[config.mk]
export PLATFORM = sky130hd
export DESIGN_NAME = mul_unit
export DESIGN_NICKNAME = d
export VERILOG_FILES = /design/src/rtl/mul_unit.sv
export SDC_FILE = /design/constraint.sdc
export NUM_CORES = 1
export LEC_CHECK = 0
export CORE_ASPECT_RATIO = 1.4
export CORE_MARGIN = 2
export CORE_UTILIZATION = 28
export DETAILED_ROUTE_END_ITERATION = 8
export SETUP_SLACK_MARGIN = 0.4
export SLEW_MARGIN = 5
export SYNTH_ARGS = -nofsm -noshare
export SYNTH_HDL_FRONTEND = slang
export SYNTH_SLANG_ARGS = --single-unit
[constraint.sdc]
create_clock -name clk -period 3.9 [get_ports clk]
set_clock_uncertainty 0.1 [all_clocks]
set_input_delay 0.78 -clock clk [delete_from_list [all_inputs] [get_ports clk]]
set_output_delay 0.78 -clock clk [all_outputs]
set_load 0.03 [all_outputs]
[src/rtl/mul_unit.sv]
// ============================================================================
// Module   : mul_unit
// Brief    : Iterative shift-add multiplier for register-file write-back.
//            The optional signed-operand path is enabled with MUL_SIGNED_EN.
// Revision : 1.0 - initial release
// ============================================================================
`default_nettype none

module mul_unit #(
    parameter int DATA_WIDTH = 32,
    parameter int CNT_WIDTH  = 6
) (
    input  logic                  clk,
    input  logic                  rst,
    input  logic                  start,
    input  logic                  op_hi,
    input  logic                  op_signed,
    input  logic [DATA_WIDTH-1:0] rs1_val,
    input  logic [DATA_WIDTH-1:0] rs2_val,
    output logic                  busy,
    output logic                  done,
    output logic                  we,
    output logic [DATA_WIDTH-1:0] result
);

    localparam logic [CNT_WIDTH-1:0] c_LAST_ITER = CNT_WIDTH'(DATA_WIDTH - 1);

    typedef enum logic [1:0] {
        S_IDLE = 2'd0,
        S_RUN  = 2'd1,
        S_DONE = 2'd2
`ifdef MUL_SIGNED_EN
        , S_FIX = 2'd3
`endif
    } state_t;

    state_t                r_state;
    state_t                w_state_nxt;

    logic [DATA_WIDTH-1:0] r_mcand;
    logic [DATA_WIDTH:0]   r_acc_hi;
    logic [DATA_WIDTH-1:0] r_acc_lo;
    logic [CNT_WIDTH-1:0]  r_cnt;
    logic                  r_op_hi;
    logic [DATA_WIDTH-1:0] r_result;

    logic                  w_accept;
    logic                  w_last;
    logic [DATA_WIDTH:0]   w_sum;
    logic [DATA_WIDTH:0]   w_run_hi;
    logic [DATA_WIDTH-1:0] w_run_lo;
    logic [DATA_WIDTH-1:0] w_mcand_in;
    logic [DATA_WIDTH-1:0] w_mplier_in;

    assign w_accept = (r_state == S_IDLE) && start;
    assign w_last   = (r_cnt == c_LAST_ITER);

    // One shift-add step: conditional add keeps the carry, then the whole
    // {acc_hi, acc_lo} pair shifts right with zero fill.
    assign w_sum    = r_acc_lo[0] ? (r_acc_hi + {1'b0, r_mcand}) : r_acc_hi;
    assign w_run_hi = {1'b0, w_sum[DATA_WIDTH:1]};
    assign w_run_lo = {w_sum[0], r_acc_lo[DATA_WIDTH-1:1]};

`ifdef MUL_SIGNED_EN
    logic                    r_sign;
    logic                    w_sign_in;
    logic [2*DATA_WIDTH-1:0] w_prod;
    logic [2*DATA_WIDTH-1:0] w_fix;

    // Signed requests run the unsigned core on magnitudes; FIX restores sign.
    assign w_mcand_in  = (op_signed && rs1_val[DATA_WIDTH-1]) ? (~rs1_val + 1'b1) : rs1_val;
    assign w_mplier_in = (op_signed && rs2_val[DATA_WIDTH-1]) ? (~rs2_val + 1'b1) : rs2_val;
    assign w_sign_in   = op_signed & (rs1_val[DATA_WIDTH-1] ^ rs2_val[DATA_WIDTH-1]);
    assign w_prod      = {r_acc_hi[DATA_WIDTH-1:0], r_acc_lo};
    assign w_fix       = r_sign ? (~w_prod + 1'b1) : w_prod;
`else
    logic w_unused_op_signed;

    // Unsigned-only build: op_signed has no effect.
    assign w_unused_op_signed = op_signed;
    assign w_mcand_in         = rs1_val;
    assign w_mplier_in        = rs2_val;
`endif

    always_ff @(posedge clk or negedge rst) begin
        if (!rst) begin
            r_state <= S_IDLE;
        end else begin
            r_state <= w_state_nxt;
        end
    end

    always_comb begin
        w_state_nxt = r_state;
        busy        = (r_state != S_IDLE);
        done        = 1'b0;
        we          = 1'b0;
        case (r_state)
            S_IDLE: begin
                if (start) begin
                    w_state_nxt = S_RUN;
                end
            end
            S_RUN: begin
                if (w_last) begin
`ifdef MUL_SIGNED_EN
                    w_state_nxt = S_FIX;
`else
                    w_state_nxt = S_DONE;
`endif
                end
            end
`ifdef MUL_SIGNED_EN
            S_FIX: begin
                w_state_nxt = S_DONE;
            end
`endif
            S_DONE: begin
                done        = 1'b1;
                we          = 1'b1;
                w_state_nxt = S_IDLE;
            end
            default: begin
                w_state_nxt = S_IDLE;
            end
        endcase
    end

    always_ff @(posedge clk or negedge rst) begin
        if (!rst) begin
            r_mcand  <= '0;
            r_acc_hi <= '0;
            r_acc_lo <= '0;
            r_cnt    <= '0;
            r_op_hi  <= 1'b0;
            r_result <= '0;
`ifdef MUL_SIGNED_EN
            r_sign   <= 1'b0;
`endif
        end else begin
            if (w_accept) begin
                r_mcand  <= w_mcand_in;
                r_acc_hi <= '0;
                r_acc_lo <= w_mplier_in;
                r_cnt    <= '0;
                r_op_hi  <= op_hi;
`ifdef MUL_SIGNED_EN
                r_sign   <= w_sign_in;
`endif
            end else if (r_state == S_RUN) begin
                r_acc_hi <= w_run_hi;
                r_acc_lo <= w_run_lo;
                r_cnt    <= r_cnt + 1'b1;
`ifndef MUL_SIGNED_EN
                // Result captured on the same edge that enters DONE.
                if (w_last) begin
                    r_result <= r_op_hi ? w_run_hi[DATA_WIDTH-1:0] : w_run_lo;
                end
`endif
            end
`ifdef MUL_SIGNED_EN
            else if (r_state == S_FIX) begin
                r_acc_hi <= {1'b0, w_fix[2*DATA_WIDTH-1:DATA_WIDTH]};
                r_acc_lo <= w_fix[DATA_WIDTH-1:0];
                r_result <= r_op_hi ? w_fix[2*DATA_WIDTH-1:DATA_WIDTH]
                                    : w_fix[DATA_WIDTH-1:0];
            end
`endif
        end
    end

    assign result = r_result;

endmodule

`default_nettype wire
==> run_summary.xml <==
<?xml version="1.0" encoding="UTF-8"?>
<metrics>
  <group name="outcome">
    <metric name="status" unit="">complete, no violations</metric>
  </group>
  <group name="placed_design">
    <metric name="finalWeightedCongestion" unit="">0.868</metric>
    <metric name="place.detailed.hpwl" unit="µm">16500</metric>
    <metric name="dpl-instance-area" unit="mm²">0.00918</metric>
    <metric name="io_buffer_count" unit="">102</metric>
  </group>
  <group name="critical_path">
    <metric name="worstSetupStartpointType" unit="">flop</metric>
    <metric name="worst-path-max-fanout" unit="">5</metric>
    <metric name="cp.arrival" unit="ns">3.45</metric>
    <metric name="cp-end-kind" unit="">flop</metric>
    <metric name="r2r_cells" unit="">10</metric>
    <metric name="critPathKind" unit="">flop to flop</metric>
    <metric name="timing.critical_path.required" unit="ns">4.09</metric>
  </group>
  <group name="power_and_ir_drop">
    <metric name="p_seq_share" unit="%">30.5</metric>
    <metric name="power-per-cell-area" unit="mW/mm²">769</metric>
    <metric name="leakage" unit="nW">4.39</metric>
    <metric name="cellInternalPower" unit="mW">4.22</metric>
    <metric name="net-switching-power" unit="mW">3.28</metric>
    <metric name="vdd_drop_max" unit="V">0.000352</metric>
    <metric name="switching_share" unit="%">43.7</metric>
    <metric name="comb_power_share" unit="%">48.5</metric>
    <metric name="power.share.clock" unit="%">21.0</metric>
  </group>
  <group name="timing">
    <metric name="final_period_minus_worst_setup_slack" unit="ns">3.26</metric>
    <metric name="achievable-frequency" unit="GHz">0.307</metric>
    <metric name="setup-violations-final" unit="">0</metric>
    <metric name="hold_viol_final" unit="">0</metric>
    <metric name="max_slew_headroom_at_the_worst_pin" unit="%">45.3</metric>
    <metric name="finalCritPeriodShare" unit="%">83.5</metric>
    <metric name="slew_viol_final" unit="">0</metric>
    <metric name="grt_setup_unrepaired" unit="">no</metric>
    <metric name="worst_slew_pin_slew" unit="ns">0.819</metric>
    <metric name="setup_tns" unit="ns">0</metric>
  </group>
  <group name="clock_network">
    <metric name="cts_setup_buffers" unit="">0</metric>
    <metric name="postCtsHoldBufs" unit="">0</metric>
    <metric name="worst_skew_pair.late_latency" unit="ns">0.44</metric>
    <metric name="cts-buffers-inserted" unit="">17</metric>
    <metric name="post_cts_resize_count" unit="">0</metric>
    <metric name="tritoncts_clock_tree" unit="">done</metric>
    <metric name="clock_path_buffers" unit="">2</metric>
    <metric name="h-tree-depth" unit="">4</metric>
    <metric name="clock_tree.root_cell" unit="">clkbuf_16</metric>
    <metric name="worst_setup_hold_path_clk_slew" unit="ns">0.06</metric>
    <metric name="clk_sinks" unit="">137</metric>
  </group>
  <group name="synth">
    <metric name="synthDominantAreaCellType" unit="">dfrtp_1</metric>
    <metric name="synth_enable_flop_cells" unit="">0</metric>
    <metric name="post_synth_inst_count" unit="">895</metric>
    <metric name="netlist_area" unit="mm²">0.00779</metric>
    <metric name="synth.avg_cell_area" unit="µm²">8.70</metric>
    <metric name="postSynth.asyncResetShare" unit="%">100</metric>
    <metric name="ys_top_cells_by_count" unit="">216 x nand2_1, 137 x dfrtp_1, 65 x o21ai_0, 59 x a21oi_1, 49 x clkbuf_1</metric>
    <metric name="ys.warnings.count" unit="">0</metric>
    <metric name="synth_top_cell_area_share" unit="%">44.0</metric>
    <metric name="synth.most_common_cell" unit="">nand2_1</metric>
    <metric name="synthTopCellsByArea" unit="">dfrtp_1 44%, nand2_1 10%, ha_1 5.3%, o21ai_0 4.2%, a21oi_1 3.8%</metric>
    <metric name="yosys.cell_types.count" unit="">65</metric>
    <metric name="synth-seq-cells" unit="">137</metric>
    <metric name="synth_sequential_area_ratio" unit="%">44.0</metric>
    <metric name="syn-num-nets" unit="">998</metric>
    <metric name="postSynth.topFlopCell" unit="">dfrtp_1</metric>
  </group>
  <group name="grt">
    <metric name="global_route_wire_length_before_repair" unit="µm">36400</metric>
    <metric name="grt_pass1_vias" unit="">6771</metric>
    <metric name="globalRoute.totalOverflow" unit="">0</metric>
    <metric name="global_route.usage.total" unit="%">15.5</metric>
    <metric name="grt_max_degree" unit="">78</metric>
    <metric name="grt_antenna_before_repair" unit="">0</metric>
  </group>
  <group name="detailed_routing">
    <metric name="antenna_violating_nets_remaining" unit="">0</metric>
    <metric name="remaining_drc_errors" unit="">0</metric>
    <metric name="drt_iter0_markers" unit="">380</metric>
    <metric name="wl" unit="µm">22300</metric>
    <metric name="vias_per_cell" unit="">4.93</metric>
    <metric name="routed-via-count" unit="">6698</metric>
    <metric name="post_drt_wl_per_cell" unit="µm">16.4</metric>
    <metric name="drtPass1Iterations" unit="">4</metric>
  </group>
  <group name="floorplan">
    <metric name="standard_cell_rows" unit="">72</metric>
    <metric name="io_pins" unit="">104</metric>
    <metric name="floorplan.core_area" unit="mm²">0.0275</metric>
    <metric name="die_y" unit="µm">201</metric>
    <metric name="floorplan.die.width" unit="µm">145</metric>
    <metric name="floorplan.die_area" unit="mm²">0.0292</metric>
    <metric name="start_util" unit="%">28.3</metric>
  </group>
  <group name="final_layout">
    <metric name="final_nets" unit="">1078</metric>
    <metric name="diodes" unit="">0</metric>
    <metric name="multi_input_area" unit="mm²">0.00411</metric>
    <metric name="final_area" unit="mm²">0.00975</metric>
    <metric name="final.fill_count" unit="">2825</metric>
    <metric name="post_route_cells_drive_above_1_share" unit="%">7.49</metric>
    <metric name="area_growth_syn_to_layout" unit="%">25.2</metric>
    <metric name="layout.area.seq" unit="mm²">0.00343</metric>
  </group>
  <group name="job">
    <metric name="cap_viol_max_count" unit="">0</metric>
  </group>
  <group name="hold_path">
    <metric name="hold_class" unit="">input pin to asynchronous set/reset pin</metric>
  </group>
</metrics>
## routing by layer
| layer | GRT usage (%) | share of wire, % |
|---|---|---|
| met1 | 19.8 | 45 |
| met5 | 0 | 0 |
| met3 | 2.63 | 3.8 |
| met4 | 5.87 | 2.3 |
| met2 | 26.2 | 49 |
## placed cells by master, fill, tap and decap left out, types with 4 or more instances in the layout
master	n
nor2b_1	5
xor2_1	10
ha_1	33
nor2_1	35
buf_4	16
inv_1	9
a31oi_1	6
clkbuf_16	17
o21ai_1	19
and3_1	15
nand4_1	9
clkdlybuf4s50_1	101
dfrtp_1	137
nor3_1	16
o31ai_1	4
a21o_1	22
a22oi_1	30
nand3_1	35
inv_6	8
a211oi_1	5
nand2_1	215
a21oi_1	59
o211ai_1	6
xnor2_1	14
o21ai_0	65
mux2i_1	24
a21oi_2	4
## logic make-up after synthesis
logic type	Yosys count	synth area share, %
AND/OR/NAND/NOR	350	19.4
AO/OA/AOI/OAI	258	21.6
flip-flops	137	44.0
buffers and inverters	67	3.39
adder cells (fa/ha/maj)	34	5.56
multiplexers	25	3.28
XOR/XNOR	24	2.70
## through the flow
step	total power, mW	worst slack (ns)	hold slack, ns	utilization (%)	cells
6_report	7.49	0.644	0.274	35.5	1358
5_1_grt	8.11	0.446	0.336	35.5	1358
4_1_cts	7.54	0.632	0.295	35.5	1358
3_5_place_dp	5.93	0.645	0.360	33.4	1326
3_3_place_gp	5.87	0.695	0.356	33.4	1326
2_1_floorplan	4.96	1.23	0.352	-	895
## registers in the layout, summed over array words and instances (netlist names)
signal    count
r_mcand      32
r_acc_hi     32
r_cnt         6
r_state       2
r_op_hi       1
result       32
r_acc_lo     32
## final timing paths
kind                                end  slack (ns)         from
hold / removal              r_acc_lo[7]        0.27          rst
min in group clk              result[5]        0.37    result[5]
max in group asynchronous   r_mcand[15]        2.62          rst
setup / recovery           r_acc_hi[27]        0.64  r_acc_hi[0]
hold reg to reg               result[5]        0.37    result[5]
setup reg to reg           r_acc_hi[27]        0.64  r_acc_hi[0]
## critical path, cell delays in order (launching register included)
cell	delay, ns
dfrtp_1	0.40
ha_1	0.21
fa_1	0.44
a21oi_1	0.20
o211ai_1	0.18
a31oi_2	0.34
o21ai_2	0.18
a21oi_2	0.30
mux2i_1	0.15
a2111oi_2	0.52
o21ai_1	0.10
## area by class of cell
class	count	share of cell area, %
Sequential cell	137	35.2
Clock inverter	14	1.31
Tap cell	370	4.75
Inverter	10	0.385
Multi-Input combinational cell	691	42.2
Timing Repair Buffer	118	11.7
Clock buffer	18	4.50
## power by group through the flow
stage	Clock (mW)	Combinational [mW]	Sequential, mW
final	1.57	3.63	2.29
after global routing	1.66	4.09	2.36
after CTS	1.61	3.64	2.29
after detailed placement	0	3.62	2.31
after global placement	0	3.57	2.30
after floorplan	0	2.77	2.19
(Power assumes the default switching activity.)
